$ cat src/rtl/imem_loader_pkg.sv
// imem_loader_pkg -- shared definitions for the instruction-memory boot loader.
//   state_t    : loader FSM state encoding (3-bit).
//   WORD_BYTES : bytes per instruction word (4).
//   LEN_W      : width of the stream word-count field (16).
//   IDX_W      : width of the byte index inside a word.
// Optional feature macro: IMEM_LOADER_CHECKSUM_EN (CHK state is only reachable
// when it is defined; the encoding is always present).
package imem_loader_pkg;

  typedef enum logic [2:0] {
    LEN0  = 3'd0,
    LEN1  = 3'd1,
    DATA  = 3'd2,
    WRITE = 3'd3,
    CHK   = 3'd4,
    DONE  = 3'd5,
    ERR   = 3'd6
  } state_t;

  localparam int WORD_BYTES = 4;
  localparam int LEN_W      = 16;
  localparam int IDX_W      = $clog2(WORD_BYTES);

endpackage

$ cat src/rtl/imem_loader_if.sv
// imem_loader_if -- byte stream and instruction-memory write bus of the loader.
//   in_data/in_valid/in_ready : byte stream, valid/ready handshake.
//   imem_we/imem_addr/imem_wdata : one-cycle word write into instruction memory.
// modport master : the loader (accepts bytes, drives the memory write).
// modport slave  : the environment (byte source and memory).
interface imem_loader_if
  import imem_loader_pkg::*;
#(
  parameter int ADDR_W = 8
);

  logic [7:0]              in_data;
  logic                    in_valid;
  logic                    in_ready;
  logic                    imem_we;
  logic [ADDR_W-1:0]       imem_addr;
  logic [8*WORD_BYTES-1:0] imem_wdata;

  modport master (
    input  in_data, in_valid,
    output in_ready, imem_we, imem_addr, imem_wdata
  );

  modport slave (
    output in_data, in_valid,
    input  in_ready, imem_we, imem_addr, imem_wdata
  );

endinterface

$ cat src/rtl/imem_loader_asm.sv
// imem_loader_asm -- byte-to-word assembler.
//   clk, rst : clock, asynchronous active-low reset.
//   clr      : synchronous clear of byte index and word register.
//   en       : a byte is accepted this cycle; din goes into the current lane.
//   word     : assembled little-endian word (byte 0 in bits 7:0).
//   last     : the current lane is the final byte of the word.
module imem_loader_asm
  import imem_loader_pkg::*;
(
  input  logic                    clk,
  input  logic                    rst,
  input  logic                    clr,
  input  logic                    en,
  input  logic [7:0]              din,
  output logic [8*WORD_BYTES-1:0] word,
  output logic                    last
);

  logic [IDX_W-1:0] idx_reg;

  always_ff @(posedge clk or negedge rst) begin
    if (!rst) begin
      idx_reg <= '0;
    end else if (clr) begin
      idx_reg <= '0;
    end else if (en) begin
      // wraps naturally to lane 0 after the last byte of a word
      idx_reg <= idx_reg + 1'b1;
    end
  end

  // One register per byte lane; a lane only loads when the index selects it,
  // so the word stays stable while the top module writes it out.
  genvar gi;
  generate
    for (gi = 0; gi < WORD_BYTES; gi++) begin : g_lane
      logic [7:0] lane_reg;
      always_ff @(posedge clk or negedge rst) begin
        if (!rst) begin
          lane_reg <= '0;
        end else if (clr) begin
          lane_reg <= '0;
        end else if (en && (idx_reg == IDX_W'(gi))) begin
          lane_reg <= din;
        end
      end
      assign word[8*gi +: 8] = lane_reg;
    end
  endgenerate

  assign last = (idx_reg == IDX_W'(WORD_BYTES - 1));

endmodule

$ cat src/rtl/imem_loader.sv
// imem_loader -- boot-time writer for the MIPS instruction memory.
// Stream: 2-byte little-endian word count N, then N little-endian words.
// Words are written to consecutive addresses from BASE_ADDR (wrapping modulo
// 2**ADDR_W); the core is held in reset until the image is loaded.
//   clk, rst   : clock, asynchronous active-low reset.
//   start      : re-arm pulse, honoured only in DONE or ERR.
//   bus        : imem_loader_if.master (byte stream + memory write port).
//   cpu_rst    : active-high reset to the core, released on successful load.
//   done, err  : load finished / aborted (levels).
// Optional feature macro: IMEM_LOADER_CHECKSUM_EN -- a trailing byte equal to
// the XOR of all preceding stream bytes must follow the last word.
module imem_loader
  import imem_loader_pkg::*;
#(
  parameter int ADDR_W    = 8,
  parameter int BASE_ADDR = 0
)(
  input  logic                 clk,
  input  logic                 rst,
  input  logic                 start,
  imem_loader_if.master        bus,
  output logic                 cpu_rst,
  output logic                 done,
  output logic                 err
);

  localparam int unsigned       DEPTH = 32'd1 << ADDR_W;
  localparam logic [ADDR_W-1:0] BASE  = ADDR_W'(BASE_ADDR);

  state_t                  state_reg;
  logic                    in_ready_reg;
  logic                    we_reg;
  logic [ADDR_W-1:0]       addr_reg;
  logic [LEN_W-1:0]        len_reg;
  logic [LEN_W-1:0]        cnt_reg;
  logic                    cpu_rst_reg;
  logic                    done_reg;
  logic                    err_reg;
`ifdef IMEM_LOADER_CHECKSUM_EN
  logic [7:0]              xor_reg;
`endif

  logic                    accept;
  logic                    restart;
  logic [LEN_W-1:0]        len_full;
  logic                    too_long;
  logic [LEN_W-1:0]        cnt_next;
  logic [8*WORD_BYTES-1:0] asm_word;
  logic                    asm_last;

  assign accept   = bus.in_valid & in_ready_reg;
  assign restart  = start && ((state_reg == DONE) || (state_reg == ERR));
  // full count as it will be once the high byte in LEN1 is latched
  assign len_full = {bus.in_data, len_reg[7:0]};
  assign too_long = 32'(len_full) > DEPTH;
  assign cnt_next = cnt_reg + 1'b1;

  imem_loader_asm u_asm (
    .clk  (clk),
    .rst  (rst),
    .clr  (restart),
    .en   (accept && (state_reg == DATA)),
    .din  (bus.in_data),
    .word (asm_word),
    .last (asm_last)
  );

  always_ff @(posedge clk or negedge rst) begin
    if (!rst) begin
      state_reg    <= LEN0;
      in_ready_reg <= 1'b0;
      we_reg       <= 1'b0;
      addr_reg     <= BASE;
      len_reg      <= '0;
      cnt_reg      <= '0;
      cpu_rst_reg  <= 1'b1;
      done_reg     <= 1'b0;
      err_reg      <= 1'b0;
`ifdef IMEM_LOADER_CHECKSUM_EN
      xor_reg      <= '0;
`endif
    end else begin
      we_reg <= 1'b0;
      case (state_reg)
        LEN0: begin
          in_ready_reg <= 1'b1;
          if (accept) begin
            len_reg[7:0] <= bus.in_data;
            state_reg    <= LEN1;
          end
        end
        LEN1: begin
          if (accept) begin
            len_reg[15:8] <= bus.in_data;
            if (len_full == '0) begin
              state_reg    <= DONE;
              in_ready_reg <= 1'b0;
              done_reg     <= 1'b1;
              cpu_rst_reg  <= 1'b0;
            end else if (too_long) begin
              state_reg    <= ERR;
              in_ready_reg <= 1'b0;
              err_reg      <= 1'b1;
            end else begin
              state_reg    <= DATA;
            end
          end
        end
        DATA: begin
          // the assembler latches this byte on the same edge
          if (accept && asm_last) begin
            state_reg    <= WRITE;
            in_ready_reg <= 1'b0;
            we_reg       <= 1'b1;
          end
        end
        WRITE: begin
          cnt_reg <= cnt_next;
          if (cnt_next == len_reg) begin
`ifdef IMEM_LOADER_CHECKSUM_EN
            state_reg    <= CHK;
            in_ready_reg <= 1'b1;
`else
            state_reg    <= DONE;
            done_reg     <= 1'b1;
            cpu_rst_reg  <= 1'b0;
`endif
          end else begin
            state_reg    <= DATA;
            in_ready_reg <= 1'b1;
            addr_reg     <= addr_reg + 1'b1;
          end
        end
`ifdef IMEM_LOADER_CHECKSUM_EN
        CHK: begin
          if (accept) begin
            in_ready_reg <= 1'b0;
            if (bus.in_data == xor_reg) begin
              state_reg   <= DONE;
              done_reg    <= 1'b1;
              cpu_rst_reg <= 1'b0;
            end else begin
              state_reg   <= ERR;
              err_reg     <= 1'b1;
            end
          end
        end
`endif
        DONE, ERR: begin
          if (start) begin
            state_reg    <= LEN0;
            in_ready_reg <= 1'b1;
            addr_reg     <= BASE;
            len_reg      <= '0;
            cnt_reg      <= '0;
            cpu_rst_reg  <= 1'b1;
            done_reg     <= 1'b0;
            err_reg      <= 1'b0;
          end
        end
        default: begin
          // unreachable encodings: park safely with the core held in reset
          state_reg    <= ERR;
          in_ready_reg <= 1'b0;
          cpu_rst_reg  <= 1'b1;
          done_reg     <= 1'b0;
          err_reg      <= 1'b1;
        end
      endcase
`ifdef IMEM_LOADER_CHECKSUM_EN
      if (restart) begin
        xor_reg <= '0;
      end else if (accept && (state_reg != CHK)) begin
        xor_reg <= xor_reg ^ bus.in_data;
      end
`endif
    end
  end

  assign bus.in_ready   = in_ready_reg;
  assign bus.imem_we    = we_reg;
  assign bus.imem_addr  = addr_reg;
  assign bus.imem_wdata = asm_word;
  assign cpu_rst        = cpu_rst_reg;
  assign done           = done_reg;
  assign err            = err_reg;

endmodule

$ cat src/flat_wrapper.sv
// flat-port wrapper written by rule: the top's interface ports become plain ports
module imem_loader_flat import imem_loader_pkg::*;
#(
  parameter int ADDR_W    = 8,
  parameter int BASE_ADDR = 0
)
  (clk, rst, start, cpu_rst, done, err, bus_in_data, bus_in_valid, bus_in_ready, bus_imem_we, bus_imem_addr, bus_imem_wdata);
  imem_loader_if #(.ADDR_W(ADDR_W)) bus_i ();
  input  logic clk;
  input  logic rst;
  input  logic start;
  output logic cpu_rst;
  output logic done;
  output logic err;
  input wire logic [$bits(bus_i.in_data)-1:0] bus_in_data;
  input wire logic [$bits(bus_i.in_valid)-1:0] bus_in_valid;
  output wire logic [$bits(bus_i.in_ready)-1:0] bus_in_ready;
  output wire logic [$bits(bus_i.imem_we)-1:0] bus_imem_we;
  output wire logic [$bits(bus_i.imem_addr)-1:0] bus_imem_addr;
  output wire logic [$bits(bus_i.imem_wdata)-1:0] bus_imem_wdata;
  assign bus_i.in_data = bus_in_data;
  assign bus_i.in_valid = bus_in_valid;
  assign bus_in_ready = bus_i.in_ready;
  assign bus_imem_we = bus_i.imem_we;
  assign bus_imem_addr = bus_i.imem_addr;
  assign bus_imem_wdata = bus_i.imem_wdata;
  imem_loader #(.ADDR_W(ADDR_W), .BASE_ADDR(BASE_ADDR)) u_core (.clk(clk), .rst(rst), .start(start), .bus(bus_i), .cpu_rst(cpu_rst), .done(done), .err(err));
endmodule
$ cat config.mk
export PLATFORM = sky130hd
export DESIGN_NAME = imem_loader_flat
export DESIGN_NICKNAME = d
export VERILOG_FILES = /design/src/rtl/imem_loader_pkg.sv /design/src/rtl/imem_loader_if.sv /design/src/rtl/imem_loader_asm.sv /design/src/rtl/imem_loader.sv /design/src/flat_wrapper.sv
export SDC_FILE = /design/constraint.sdc
export NUM_CORES = 1
export LEC_CHECK = 0
export CAP_MARGIN = 20
export CORE_MARGIN = 2
export CORE_UTILIZATION = 56
export CTS_CLUSTER_DIAMETER = 100
export DETAILED_ROUTE_END_ITERATION = 12
export PLACE_DENSITY_LB_ADDON = 0.25
export RECOVER_POWER = 50
export SLEW_MARGIN = 20
export SYNTH_ARGS = -nofsm -noshare
export SYNTH_HDL_FRONTEND = slang
export SYNTH_HIERARCHICAL = 1
export SYNTH_SLANG_ARGS = --single-unit
$ cat constraint.sdc
create_clock -name clk -period 4.02 [get_ports clk]
set_input_delay 0.603 -clock clk [delete_from_list [all_inputs] [get_ports clk]]
set_output_delay 0.603 -clock clk [all_outputs]
set_load 0.02 [all_outputs]
* Word-level counts from Yosys, hierarchy flattened
Cells that the tools add are included.
** Storage, ports and cells
- Bits of input ports :: 12
- Register bits after elaboration :: 82
- Logic and storage cells :: 119
** Operators by class
- Magnitude comparators :: 1
- Bitwise operators :: 3
- Add/subtract/negate cells :: 3
- Reduce and logical (&&, ||, !) cells :: 30
- Multiplexer cells :: 48
- Equality and inequality tests :: 19
** Operator list (count)
- 8-bit two-way mux :: 11
- 8-bit one-hot mux with 2 select lines :: 3
- 16-bit one-hot mux with 2 select lines :: 1
- 3-bit two-way mux :: 7
- 1-bit two-way mux :: 18
- 16-bit by 1-bit adder with 16-bit output (second input constant) :: 1
- 16-bit equality test :: 1
- 16-bit by 9-bit greater-than comparator with 1-bit output (second input constant) :: 1
- 16-bit logical NOT :: 1
- 16-bit two-way mux :: 1
- 2-bit nonzero test :: 8
- 3-bit one-hot mux with 5 select lines :: 1
- 5-bit AND reduction :: 3
- 2-bit by 1-bit inequality test with 1-bit output (second input constant) :: 5
- 3-bit AND reduction :: 3
- 8-bit by 1-bit adder with 8-bit output (second input constant) :: 1
- 2-bit inequality test (second input constant) :: 4
- 1-bit one-hot mux with 4 select lines :: 2
- 1-bit logical AND :: 7
- 3-bit by 2-bit equality test with 1-bit output (second input constant) :: 2
- 3-bit equality test (second input constant) :: 2
- 1-bit one-hot mux with 5 select lines :: 1
- 2-bit equality test (second input constant) :: 2
- 2-bit two-way mux :: 2
- 14 further kinds :: 16

* Depth between registers and ports, before layout
Gate-level depths: netlist of run 1.
- Depth after elaboration :: 5
- Mapped depth :: 10
- Depth with buffers taken out :: 8

* Hierarchy
Netlist of run 1, hierarchy kept.
** By module, submodules not included
- imem_loader :: cells an instance 379, area each 3081.7 um^2, sequential area each 1202.4 um^2, times used 1
- imem_loader_asm :: cells an instance 126, area each 1571.5 um^2, sequential area each 850.8 um^2, times used 1

* Least setup slack after synthesis of run 1
No wires, ideal clock.
- Kind :: register to register
- Start point :: reg u_core.cnt_reg[1]
- End point :: reg u_core.addr_reg[4], in the netlist u_core/bus.imem_addr[4]
- Period minus slack after synthesis :: 2.893 ns
- Stages on the path, launching flop included :: 10
- Buffers on the path :: 1
- Arrival time :: 2.774 ns
- Required time :: 3.901 ns
- Path slack :: 1.127 ns
- Path through :: dfrtp_1 -> ha_1 -> nand3_2 -> nor3_1 -> xnor2_1 -> or4_1 -> or4_4 -> buf_6 -> a31o_1 -> o21a_1
** On the way
- Cells in the longest elaborated chain, start to end :: 4
** Ends and longest elaborated chain
- from (decl) :: RTL line imem_loader.sv:35 : logic [LEN_W-1:0] cnt_reg;
- from (signal assigned) :: RTL line imem_loader.sv:118 : cnt_reg <= cnt_next;
- 16-bit by 1-bit adder with 16-bit output :: RTL line imem_loader.sv:56 : assign cnt_next = cnt_reg + 1'b1;
- 16-bit equality test :: RTL line imem_loader.sv:119 : if (cnt_next == len_reg) begin
- 2-bit inequality test (no line)
- 3-bit AND reduction (no line)
- to (signal assigned) :: RTL line imem_loader.sv:131 : addr_reg <= addr_reg + 1'b1;
- to (decl) :: RTL line imem_loader.sv:33 : logic [ADDR_W-1:0] addr_reg;
No other way between the ends.
A chain may end at the register's enable or synchronous reset.

* Worst setup path after layout of run 1
- Start point :: reg u_core.cnt_reg[0]
- End point :: reg u_core.addr_reg[0], in the netlist u_core/bus.imem_addr[0]
The elaborated chain is that of the path after synthesis.

==> qor.txt, run 1 <==
Setup bufs post-CTS: 0
Hold buffers post-CTS: 0
Ports: 57
Total wire length: 11520 um
Vias per cell: 5.994
Clk root buf: clkbuf_8
Largest net degree at the start of global routing: 83
First-pass GRT wire length: 18620 um
Hold depth: 2
Setup-failing EPs final: 0
Area fraction of the dominant cell type after synthesis: 43.56%
Number of flip-flops in the largest register: 32
Leading cell type in the layout, fill and taps excluded: dfrtp_1
Top cell type by total area after synthesis: dfrtp_1
Max Clk Rate: 0.2988 GHz
Hold crit path type: reg -> reg
Final setup TNS: 0 ps
Site row count: 33
Starting Density: 57.21%
Syn Area/Cell: 9.214 um2
Share of layout cells above drive strength 1: 6.399%
Mapped Cells: 505
DR WL/cell: 17.66 um
Final min period: 3347 ps
# nets final: 560
Post-CTS Resized: 0
Number of remaining DRC errors: 0
Vias in the first global route: 3684
Number of buffers created by CTS: 9
Post-synthesis cell area: 4653 um2
Worst EP arrival: 3620 ps
IO buf count: 56
Post-Syn Nets: 523
Power density over the cells: 696.7 nW/um2
Synth top area cells: dfrtp_1, mux2i_1, nand2b_1
Crit share post-route: 83.26%
Maximum vdd ir drop: 0.3754 mV
Clock Skews: 11.26 ps
YS warnings: 6
Antenna Nets Post-Route: 0
Ant. Diodes: 0
H-Tree Depth: 3
Placer Congestion: 0.9936
Startpoint types: register
CTS Buffer Depth: 2
Die span in x: 95.16 um
Initial drt markers: 234
Most frequent cells in the layout: dfrtp_1, nand2_1, o21ai_0
Max Cap Viol: 1
CP cell instances: ha_1 -> nand3_2 -> nor3_1 -> xnor2_1 -> or4_1 -> or4_4 -> nor2_2 -> a2bb2oi_1
Placed Instances: 636
Reg clk slew, reported paths: 100 ps
Initial antenna violation count: 0
Post-synthesis sequential area ratio: 44.12%
CP max stage cell: or4_4
Slew Viols, Final: 83
Ys flop type: dfrtp_1
Slew Limit Headroom: -38.15%
Die H: 95.16 um
Async set or reset register ratio after synthesis: 100.0%
Clock Sinks: 82
Die area: 9054 um2
Critical path data required time: 4290 ps
Area growth, synth to finish: 16.56%
Critical Path Max Stage Delay: 670 ps
Placeable Area: 8134 um2
Final Hold Fails: 0
Critical path fanouts, max: 15
Cell variety after synth: 63
RSZ-0062 raised after global routing: false
CP Class: reg -> reg
Hold slack final: 523.9 ps
Pre-Repair DR Iteration Count: 5
Failing checks: max-capacitance violations, max-slew violations
Clk_lat worst skew: 350 ps
Final Power: 3.779 mW
Yosys reg bits: 82
CTS tree: built
Gr usage total: 26.70%
Actual slew at the worst max-slew pin: 2072 ps
GRT Residual Overflow: 0
Number of enable flip-flop cells after synthesis: 0
Leak pwr: 2.497 nW
Filler cells: 629
Critical path capture point type: register
Status: finished with violations
Via count of the routed design: 3908
Post-DP HPWL: 7782 um
R2R cell count: 8
Fin cells: 652
path summary, 6_finish.rpt:
path / start / to / slack (ps)
hold / removal: u_core/err / u_core/err / 520
hold reg to reg: u_core/err / u_core/err / 520
min in group asynchronous: rst / u_core/bus.imem_addr[5] / 820
max in group asynchronous: rst / u_core/len_reg[2] / 1970
setup reg to reg: u_core/cnt_reg[0] / u_core/bus.imem_addr[0] / 670
setup / recovery: u_core/cnt_reg[0] / u_core/bus.imem_addr[0] / 670
layout make-up:
| class | count | area [um2] | share of cell area [%] |
|---|---|---|---|
| clock inverter | 7 | 98.84 | 1.822 |
| tap | 105 | 131.4 | 2.422 |
| inverter | 21 | 78.83 | 1.453 |
| timing repair buffer | 58 | 570.5 | 10.52 |
| multi-input combinational | 370 | 2367 | 43.64 |
| clock buffer | 9 | 123.9 | 2.284 |
| sequential | 82 | 2053 | 37.85 |
logic make-up (layout without fill, tap and decap cells):
kind of cell	count (synthesis)	after routing	synth area share, %
xor gates and xnor gates	22	22	4.141
buffers and inverters	53	95	5.001
DFF	82	82	44.12
adders and majority gates	6	6	1.613
muxes	35	35	7.529
and+or+nand+nor	196	196	22.53
AOI/OAI and AO/OA	111	111	15.06
metal layers:
metal | up-vias | share of wire [%] | global-route usage, %
met5 | - | 0 | 0
met4 | 0 | 1.5 | 10.99
met3 | 14 | 6.0 | 6.166
met2 | 126 | 48 | 41.31
met1 | 1920 | 45 | 36.27
li1 | 1848 | - | -
Yosys cell counts, drive strengths merged, types with 8 or more instances:
cell type,count
nand2b,42
o21ai,50
inv,21
nand3,24
buf,10
mux2i,35
nor3,8
nor2,27
a21oi,18
nand2,55
clkbuf,22
dfrtp,81
xnor2,16
through the flow:
stage / utilization (%) / worst slack, ps / cell area (um2)
5_1_grt: 66.68 / 408.3 / 5424
3_3_place_gp: 63.97 / 895.0 / 5204
4_1_cts: 66.71 / 688.3 / 5426
6_report: 66.68 / 672.9 / 5424
3_5_place_dp: 63.97 / 689.2 / 5204
2_1_floorplan: - / 1127 / 4653
where the power goes:
group	internal (mW)	total [mW]	switching, mW	leakage [nW]
clock network	0.355	0.678	0.323	0.111
registers	1.10	1.41	0.303	1.08
logic	0.722	1.69	0.972	1.31
total	2.18	3.78	1.60	2.50
worst max-delay path, delay by kind of cell, from the launching register on:
| family | cells | cell delay [ps] |
|---|---|---|
| compound gates | 1 | 220 |
| xor+xnor | 1 | 110 |
| simple gates | 5 | 2090 |
| fa+ha+maj | 1 | 340 |
| flops | 1 | 510 |
Power figures use the tool's default switching activity.
==> inputs of run 2 (changes only) <==
==> constraint.sdc (replaced) <==
create_clock -name clk -period 3.22 [get_ports clk]
set_input_delay 0.483 -clock clk [delete_from_list [all_inputs] [get_ports clk]]
set_output_delay 0.483 -clock clk [all_outputs]
set_load 0.02 [all_outputs]
==> qor.txt, run 2 (synthesis gave the netlist of run 1 again) <==
Status: finished with violations
Failing checks: max-capacitance violations, max-slew violations
Final Hold Fails: 0 (unchanged)
Leak pwr: 2.513 nW (+0.63%)
DR WL/cell: 17.16 um (-2.9%)
Critical path data required time: 3510 ps (-780 ps)
Area growth, synth to finish: 17.40%
Psw: 2.002 mW (+25%)
Clock Skews: 12.85 ps (+1.591 ps)
GRT Residual Overflow: 0 (unchanged)
Hold path endpoint: u_core/cnt_reg[15]
Seq pwr share: 37.7% (+0.5 points)
Post-CTS Resized: 0 (unchanged)
Register area: 2053 um2 (unchanged)
Setup WS pre-CTS: 116.9 ps (-572.3 ps)
CTS Buffer Depth: 2 (unchanged)
# nets final: 569 (+1.6%)
Clk_lat worst skew: 360 ps (about the same)
IO buf count: 56 (unchanged)
Pre-Repair DR Iteration Count: 5 (unchanged)
Hold buffers post-CTS: 0 (unchanged)
Hold depth: 1 (-1)
Buf+Inv Stages, Crit Path: 0 (unchanged)
Clock Sinks: 82 (unchanged)
Part of the power in combinational logic: 46.9% (+2.1 points)
R2R Setup Slk: 210 ps (-460 ps)
Crit share post-route: 93.43% (+10 points)
Hold crit path type: reg -> reg
Startpoint types: register
Share of layout cells above drive strength 1: 8.273% (+1.9 points)
Critical Path Max Stage Delay: 660 ps (about the same)
CP Class: reg -> reg
Worst EP arrival: 3300 ps (-320 ps)
Placer Congestion: 0.9820 (-1.2%)
Gr usage total: 27.04% (+0.34 points)
Via count of the routed design: 3936 (+0.72%)
Final min period: 3008 ps (-338.7 ps)
Die span in x: 95.16 um (unchanged)
RSZ-0062 raised after global routing: false
Initial antenna violation count: 0 (unchanged)
CP max stage cell: or4_4
CTS tree: built
Leading cell type in the layout, fill and taps excluded: dfrtp_1
Crit path max-delay family: simple AND/OR/NAND/NOR gates
Slew Viols, Final: 83 (unchanged)
Net Sw Frac: 43.37% (+1.1 points)
Reg-to-Reg Start: u_core/cnt_reg[1]
Final setup TNS: 0 ps (unchanged)
Starting Density: 57.21% (unchanged)
Actual slew at the worst max-slew pin: 2016 ps (-56.59 ps)
Internal power: 2.614 mW (+20%)
H-Tree Depth: 3 (unchanged)
Post-route setup slack: 211.6 ps (-461.3 ps)
Slew Limit Headroom: -34.38% (+3.8 points)
Number of remaining DRC errors: 0 (unchanged)
Critical path fanouts, max: 15 (unchanged)
First-pass GRT wire length: 18910 um (+1.6%)
Power density over the cells: 844.9 nW/um2 (+21%)
Ports: 57 (unchanged)
Number of flip-flops in the largest register: 32 (unchanged)
Site row count: 33 (unchanged)
Ant. Diodes: 0 (unchanged)
Die area: 9054 um2 (unchanged)
CP cell instances: ha_1 -> xor2_1 -> a311oi_1 -> o311ai_0 -> or4_1 -> or4_4 -> nor2_2 -> a2bb2oi_1
Worst flop-to-flop path endpoint: u_core/bus.imem_addr[0]
Filler cells: 619 (-1.6%)
Placeable Area: 8134 um2 (unchanged)
Largest net degree at the start of global routing: 83 (unchanged)
Worst Hold Launch: u_core/cnt_reg[15]
Clk root buf: clkbuf_8
Number of buffers created by CTS: 9 (unchanged)
Setup-failing EPs final: 0 (unchanged)
Multi-input logic area: 2382 um2 (+0.63%)
Vias in the first global route: 3854 (+4.6%)
Max Cap Viol: 1 (unchanged)
Clock power frac: 15.4% (-2.5 points)
Initial drt markers: 218 (-6.8%)
Max Clk Rate: 0.3324 GHz (+11%)
Most frequent cells in the layout: dfrtp_1, nand2_1, o21ai_0
Die H: 95.16 um (unchanged)
Total wire length: 11340 um (-1.5%)
Vias per cell: 5.955 (-0.65%)
Antenna Nets Post-Route: 0 (unchanged)
Post-DP HPWL: 7870 um (+1.1%)
Setup bufs post-CTS: 0 (unchanged)
R2R cell count: 8 (unchanged)
Critical path capture point type: register
Maximum vdd ir drop: 0.4707 mV (+25%)
Reg clk slew, reported paths: 90 ps (about the same)
## run 2: cell types whose count changed in the layout (fill, tap and decap cells not counted), sizes merged
| cell | change |
|---|---|
| clkinvlp | +1 |
| clkdlybuf4s50 | +1 |
| dlygate4sd3 | -1 |
| clkbuf | +1 |
| buf | +8 |
| inv | +1 |
| bufinv | -2 |
## run 2: metal layers
| layer | vias to the layer above | global-route usage [%] | wire, um |
|---|---|---|---|
| met5 | - | 0 | 0 |
| met4 | 0 | 13.77 | 368 |
| met1 | 1905 | 36.44 | 5054 |
| met2 | 129 | 41.08 | 5217 |
| li1 | 1872 | - | - |
| met3 | 30 | 6.008 | 701 |
## run 2: worst reg2reg max path, stage by stage (launching register included)
cell and delay, ps:
dfrtp_1 450, ha_1 330, xor2_1 150, a311oi_1 310, o311ai_0 180, or4_1 420
or4_4 660, nor2_2 250, a2bb2oi_1 200
## run 2: metrics by stage
step	util [%]	hold slack [ps]	std cells	power (mW)	instance area (um2)
6_report	67.16	511.3	661	4.615	5463
5_1_grt	67.16	549.8	661	4.961	5463
4_1_cts	67.05	328.2	661	4.673	5454
3_5_place_dp	64.81	497.0	645	3.939	5271
3_3_place_gp	64.81	491.2	645	3.874	5271
2_1_floorplan	-	187.4	505	3.119	4653
## run 2: how the worst max path moves through the flow
stage / startpoint / to / slack [ps] / cells past startpoint
2_1_floorplan: u_core/cnt_reg[1] / u_core/bus.imem_addr[4] / 330 / 9
3_3_place_gp: u_core/cnt_reg[1] / u_core/bus.imem_addr[6] / 200 / 8
3_5_place_dp: u_core/cnt_reg[1] / u_core/bus.imem_addr[0] / 120 / 8
4_1_cts: u_core/cnt_reg[1] / u_core/bus.imem_addr[0] / 120 / 8
5_1_grt: u_core/cnt_reg[1] / u_core/bus.imem_addr[0] / 20 / 8
6_report: u_core/cnt_reg[1] / u_core/bus.imem_addr[0] / 210 / 8
## run 2: area by class of cell
class                      instances  share of cell area (%)
clock inverter                     7                   1.077
sequential                        82                   37.59
multi-input combinational        370                   43.61
tap                              105                   2.405
inverter                          21                   1.443
timing repair buffer              67                   11.61
clock buffer                       9                   2.268
## run 2: power groups by stage
stage	registers (mW)	clock network, mW	logic (mW)
after CTS	1.74	0.731	2.20
final	1.74	0.711	2.17
after global routing	1.79	0.770	2.40
after global placement	1.74	0	2.14
after floorplan	1.85	0	1.27
after detailed placement	1.75	0	2.19
==> inputs of run 3 (changes only) <==
--- a/config.mk
+++ b/config.mk
@@ -7,9 +7,10 @@
 export LEC_CHECK = 0
 export CAP_MARGIN = 20
 export CORE_MARGIN = 2
-export CORE_UTILIZATION = 56
+export CORE_UTILIZATION = 60
 export CTS_CLUSTER_DIAMETER = 100
 export DETAILED_ROUTE_END_ITERATION = 12
+export DONT_BUFFER_PORTS = 1
 export PLACE_DENSITY_LB_ADDON = 0.25
 export RECOVER_POWER = 50
 export SLEW_MARGIN = 20
==> qor.txt, run 3 (synthesis gave the netlist of run 1 again) <==
Pre-Repair DR Iteration Count: 5 (unchanged)
Clock Sinks: 82 (unchanged)
Final min period: 3012 ps (+3.829 ps)
Die H: 92.07 um (-3.2%)
Ant. Diodes: 0 (unchanged)
Final Power: 4.302 mW (-6.8%)
Reg-to-Reg Start: u_core/cnt_reg[1]
Final Hold Fails: 0 (unchanged)
Total wire length: 10810 um (-4.7%)
Clk root buf: clkbuf_8
First-pass GRT wire length: 17820 um (-5.8%)
Number of buffers created by CTS: 9 (unchanged)
Hold crit path type: in -> reg
Die area: 8476 um2 (-6.4%)
Placeable Area: 7607 um2 (-6.5%)
Critical path data required time: 3470 ps (-40 ps)
Initial drt markers: 320 (+47%)
# nets final: 512 (-10%)
Area growth, synth to finish: 5.727%
Placed Instances: 584 (-9.5%)
H-Tree Depth: 3 (unchanged)
Number of flip-flops in the largest register: 32 (unchanged)
Reg clk slew, reported paths: 90 ps (about the same)
Actual slew at the worst max-slew pin: 1986 ps (-29.33 ps)
Antenna Nets Post-Route: 0 (unchanged)
Power density over the cells: 874.5 nW/um2 (+3.5%)
Post-DP HPWL: 7515 um (-4.5%)
Ports: 57 (unchanged)
Share of layout cells above drive strength 1: 9.018% (+0.74 points)
Setup WS pre-CTS: 61.12 ps (-55.77 ps)
Site row count: 32 (-3.0%)
Placer Congestion: 0.9940 (+1.2%)
Fin cells: 601 (-9.1%)
Filler cells: 627 (+1.3%)
Multi-input logic area: 2385 um2 (+0.11%)
Starting Density: 61.17% (+4.0 points)
Setup bufs post-CTS: 0 (unchanged)
Clk_lat worst skew: 360 ps (about the same)
Critical path fanouts, max: 15 (unchanged)
Register area: 2053 um2 (unchanged)
CP max stage cell: or4_4
CP cell instances: ha_2 -> nand3_2 -> nor3_2 -> o311ai_0 -> or4_1 -> or4_4 -> nor3b_1 -> o22a_1
Startpoint types: register
Post-route setup slack: 207.8 ps (-3.829 ps)
Gr usage total: 26.61% (-0.44 points)
Vias per cell: 6.115 (+2.7%)
Worst Hold Launch: bus_in_data[1]
CTS tree: built
Maximum vdd ir drop: 0.5419 mV (+15%)
Crit share post-route: 93.55% (+0.12 points)
Slew Viols, Final: 83 (unchanged)
Worst EP arrival: 3270 ps (-30 ps)
CTS Buffer Depth: 2 (unchanged)
Slew Limit Headroom: -32.42% (+2.0 points)
Vias in the first global route: 3566 (-7.5%)
Critical path capture point type: register
Number of remaining DRC errors: 0 (unchanged)
Max Clk Rate: 0.3320 GHz (-0.13%)
Most frequent cells in the layout: dfrtp_1, nand2_1, o21ai_0
Crit path launch: u_core/cnt_reg[1]
Die span in x: 92.07 um (-3.2%)
Status: finished with violations
Leak pwr: 2.257 nW (-10%)
Buf+Inv Stages, Crit Path: 0 (unchanged)
Leading cell type in the layout, fill and taps excluded: dfrtp_1
Critical Path Max Stage Delay: 680 ps (+20 ps)
Largest net degree at the start of global routing: 83 (unchanged)
IO buf count: 0 (-100%)
Clock Skews: 13.58 ps (+0.7327 ps)
Failing checks: max-capacitance violations, max-slew violations
RSZ-0062 raised after global routing: false
Hold slack final: 276.3 ps (-235.0 ps)
CP Class: reg -> reg
Setup-failing EPs final: 0 (unchanged)
Via count of the routed design: 3675 (-6.6%)
Initial antenna violation count: 0 (unchanged)
Crit path max-delay family: simple AND/OR/NAND/NOR gates
GRT Residual Overflow: 0 (unchanged)
DR WL/cell: 17.99 um (+4.9%)
Max Cap Viol: 1 (unchanged)
Final setup TNS: 0 ps (unchanged)
-- run 3: per-layer routing --
layer	vias to the layer above	track usage (%)	share of wire, %
met5	-	0	0
met1	1779	35.17	43
li1	1747	-	-
met3	20	7.313	7.3
met4	0	9.453	1.6
met2	129	42.28	48
-- run 3: path summary, 6_finish.rpt --
check / endpoint / cells past startpoint / slack (ps)
max: u_core/bus.imem_addr[7] / 8 / 210
min: u_core/len_reg[9] / 2 / 280
min in group asynchronous: u_core/bus.imem_addr[0] / 1 / 660
max in group asynchronous: u_core/len_reg[5] / 1 / 1360
min reg2reg: u_core/cnt_reg[15] / 1 / 520
max reg2reg: u_core/bus.imem_addr[7] / 8 / 210
-- run 3: area by class of cell --
type	instances	share of cell area (%)
timing repair buffer	10	1.475
inverter	21	1.602
sequential	82	41.73
clock buffer	9	2.518
clock inverter	7	1.602
multi-input combinational	370	48.47
tap	102	2.594
-- run 3: per-stage QoR --
stage	cell area (um2)	utilization (%)
after floorplan	4653	-
after global placement	4695	61.71
after detailed placement	4695	61.71
after CTS	4925	64.74
after global routing	4920	64.67
final	4920	64.67
-- run 3: report_power, final --
group	switching [mW]	internal (mW)
logic	0.868	0.631
clock network	0.401	0.363
registers	0.662	1.38
-- run 3: worst reg2reg max path, delay by kind of cell (launching register included) --
kind | cells | cell delay (ps)
AOI/OAI and AO/OA | 2 | 420
and+or+nand+nor | 5 | 1740
adders and majority gates | 1 | 290
DFF | 1 | 470
-- run 3: what timing repair did --
action                                  4_1_cts  5_1_grt
endpoints found under the setup margin        0        6
hold buffers                                  1        0
endpoints found under the hold margin        82        0
resized for setup                             0        4
==> RTL edit: new RTL, settings of run 1 <==
Add a define of `IMEM_LOADER_CHECKSUM_EN`.
--- a/src/rtl/imem_loader.sv
+++ b/src/rtl/imem_loader.sv
@@ -11,2 +11,4 @@
 // the XOR of all preceding stream bytes must follow the last word.
+`define IMEM_LOADER_CHECKSUM_EN
+
 module imem_loader
Formal check against the unedited RTL: not equivalent (a bounded check fails within 10 cycles, from zero or initial values and one cycle with rst low).
==> RTL edit against run 1 <==
The run still ends with max-capacitance violations, max-slew violations left. Total power is 0.44% lower. Global-route usage down 3.2 points. Largest cell class unchanged. Largest power group unchanged. Sequential power is 7% higher. Fmax rose by 6.1%. Area after synthesis rose by 4.7%. Setup slack better by 0.19 ns. Routed wire length shrank 6.3%. Highest routed layer unchanged. Die area up 4.5%. Design area is 4.0% higher. Sequential cell count grew 8.
==> RTL edit: results (changes against run 1) <==
Synth
  • Async SR Flop Fraction: 100% (unchanged)
  • Synth cell types: 50 (-21%)
  • Synth Flop Type: dfrtp_1
  • Seq/Total Area, Yosys: 46.3% (+2.1 points)
  • Ranking of synthesized cells by area: dfrtp_1 (46%), mux2i_1 (7.2%), nand2b_1 (5.5%), o21ai_0 (5.1%), nand2_1 (4.9%)
  • Synthesized Nets: 542 (+3.6%)
  • Post-synth top cells: dfrtp_1 (89), nand2_1 (64), o21ai_0 (50), nor2_1 (45), nand2b_1 (43)
  • Ys Warns: 6 (unchanged)

Critical path
  • Arr. time, crit path: 3.44 ns (-0.18 ns)
  • Max incr delay on CP: 0.61 ns (-0.06 ns)
  • Worst Path Max Fanout: 16 (+1)
  • Crit-path slowest cell: and4_1
  • Flop-to-flop setup slack: 0.87 ns (+0.19 ns)

GRT
  • Vias in the first global route: 3718 (+0.92%)
  • First-pass GRT wire length: 18200 um (-2.0%)
  • All-Layer GR Usage: 23.5% (-3.2 points)
  • Pin count of the biggest net entering global routing: 66 (-20%)
  • Initial antenna violation count: 0 (unchanged)

STA
  • Worst slew margin: -4.33% (+34 points)
  • Slew Limit Fails: 66 (-20%)
  • Worst Skew: 0.00992 ns (-0.00134 ns)
  • Minimum hold slack: 0.502 ns (-0.0219 ns)

Final layout
  • Share of cells above drive strength 1: 5.07% (-1.3 points)
  • Largest register FFs: 32 (unchanged)
  • Ant diodes: 0 (unchanged)
  • Final net count: 585 (+4.5%)

Clocking
  • CTS Root Cell: clkbuf_8
  • Clock buffer depth: 2 (unchanged)
  • Reg clk slew, reported paths: 0.10 ns (about the same)
  • Clock latency on the worst-skew pair: 0.36 ns
  • H-tree Lvls: 3 (unchanged)
  • Cts bufs inserted: 9 (unchanged)
  • Setup Fix Bufs, Post-CTS: 0 (unchanged)
  • Post-cts resize count: 0 (unchanged)

Place
  • Routability cong.: 0.911 (-8.4%)
  • HPWL Detailed: 7530 um (-3.2%)
  • Port Buffers: 56 (unchanged)

Detailed routing
  • Routed vias: 3904 (-0.10%)
  • First-pass iteration count of the detailed router: 5 (unchanged)
  • DRC viols: 0 (unchanged)
  • Starting DRT DRC Count: 277 (+18%)
  • Post-Route WL: 10800 um (-6.3%)

Pwr
  • Leak: 2.60 nW (+4.1%)
  • Max IR drop VDD: 0.000308 V (-18%)

Run status
  • Failing checks: max-capacitance violations, max-slew violations
  • Status: finished with violations

Worst hold path
  • Worst min path class: flop to flop

Job
  • Max Cap Viol: 1 (unchanged)
RTL edit: cell count changes after synthesis, sizes merged, moves of 4 or more:
| cell | change |
|---|---|
| nor2 | +18 |
| xor2 | +16 |
| inv | -13 |
| nand2 | +12 |
| nand3 | -11 |
| dfrtp | +8 |
| nor4 | +5 |
| o22a | -4 |
RTL edit: cells by family (layout without fill, tap and decap cells):
logic type	Yosys count	after routing	synth area share (%)
multiplexers	36	36	7.42
XOR/XNOR	36	36	6.47
buffers and inverters	36	84	3.49
flip-flops	90	90	46.3
AND/OR/NAND/NOR	217	217	22.5
adder cells (fa/ha/maj)	6	6	1.54
AO/OA/AOI/OAI	103	103	12.4
RTL edit: routing by layer:
metal | routed length [um] | vias to the layer above | track usage (%)
met2 | 5030 | 99 | 37.1
met3 | 520 | 15 | 4.10
met5 | 0 | - | 0
met4 | 171 | 0 | 7.91
li1 | - | 1905 | -
met1 | 5060 | 1885 | 33.3
RTL edit: path summary, 6_finish.rpt:
check,start,endpoint,depth (start not counted)
worst max register to register,u_core/cnt_reg[0],u_core/bus.imem_addr[0],9
worst min-delay path,u_core/cpu_rst,u_core/cpu_rst,2
min in group asynchronous,rst,u_core/bus.imem_addr[4],1
max in group asynchronous,rst,u_core/len_reg[6],2
worst min register to register,u_core/cpu_rst,u_core/cpu_rst,2
worst max-delay path,u_core/cnt_reg[0],u_core/bus.imem_addr[0],9
RTL edit: layout make-up:
type,count,area (um^2)
fillers,694,2950
multi-input cells,398,2450
flip-flops and latches,90,2250
repair buffers,60,578
well taps,108,135
clock buffers,9,124
clock inverters,7,72.6
inverters,8,30.0
RTL edit: worst max-delay path: cells and delay by family, from the launching register on:
family,cells,cell delay [ns]
and+or+nand+nor,5,1.86
DFF,1,0.47
AOI/OAI and AO/OA,2,0.39
adders and majority gates,1,0.28
xor gates and xnor gates,1,0.08
RTL edit: metrics by stage:
stage	area [um^2]	setup WS, ns	utilization, %	cells
finish	5640	0.867	65.6	680
CTS	5650	0.874	65.8	680
global placement	5450	1.11	63.5	664
floorplan	4870	1.65	-	524
global route	5640	0.603	65.6	680
detailed placement	5450	0.901	63.5	664
RTL edit: power breakdown:
group	switching [W]	internal [W]	leakage (nW)
logic	0.000948	0.000704	1.32
registers	0.000312	0.00119	1.19
clock network	0.000363	0.000242	0.0962
total	0.00162	0.00214	2.60
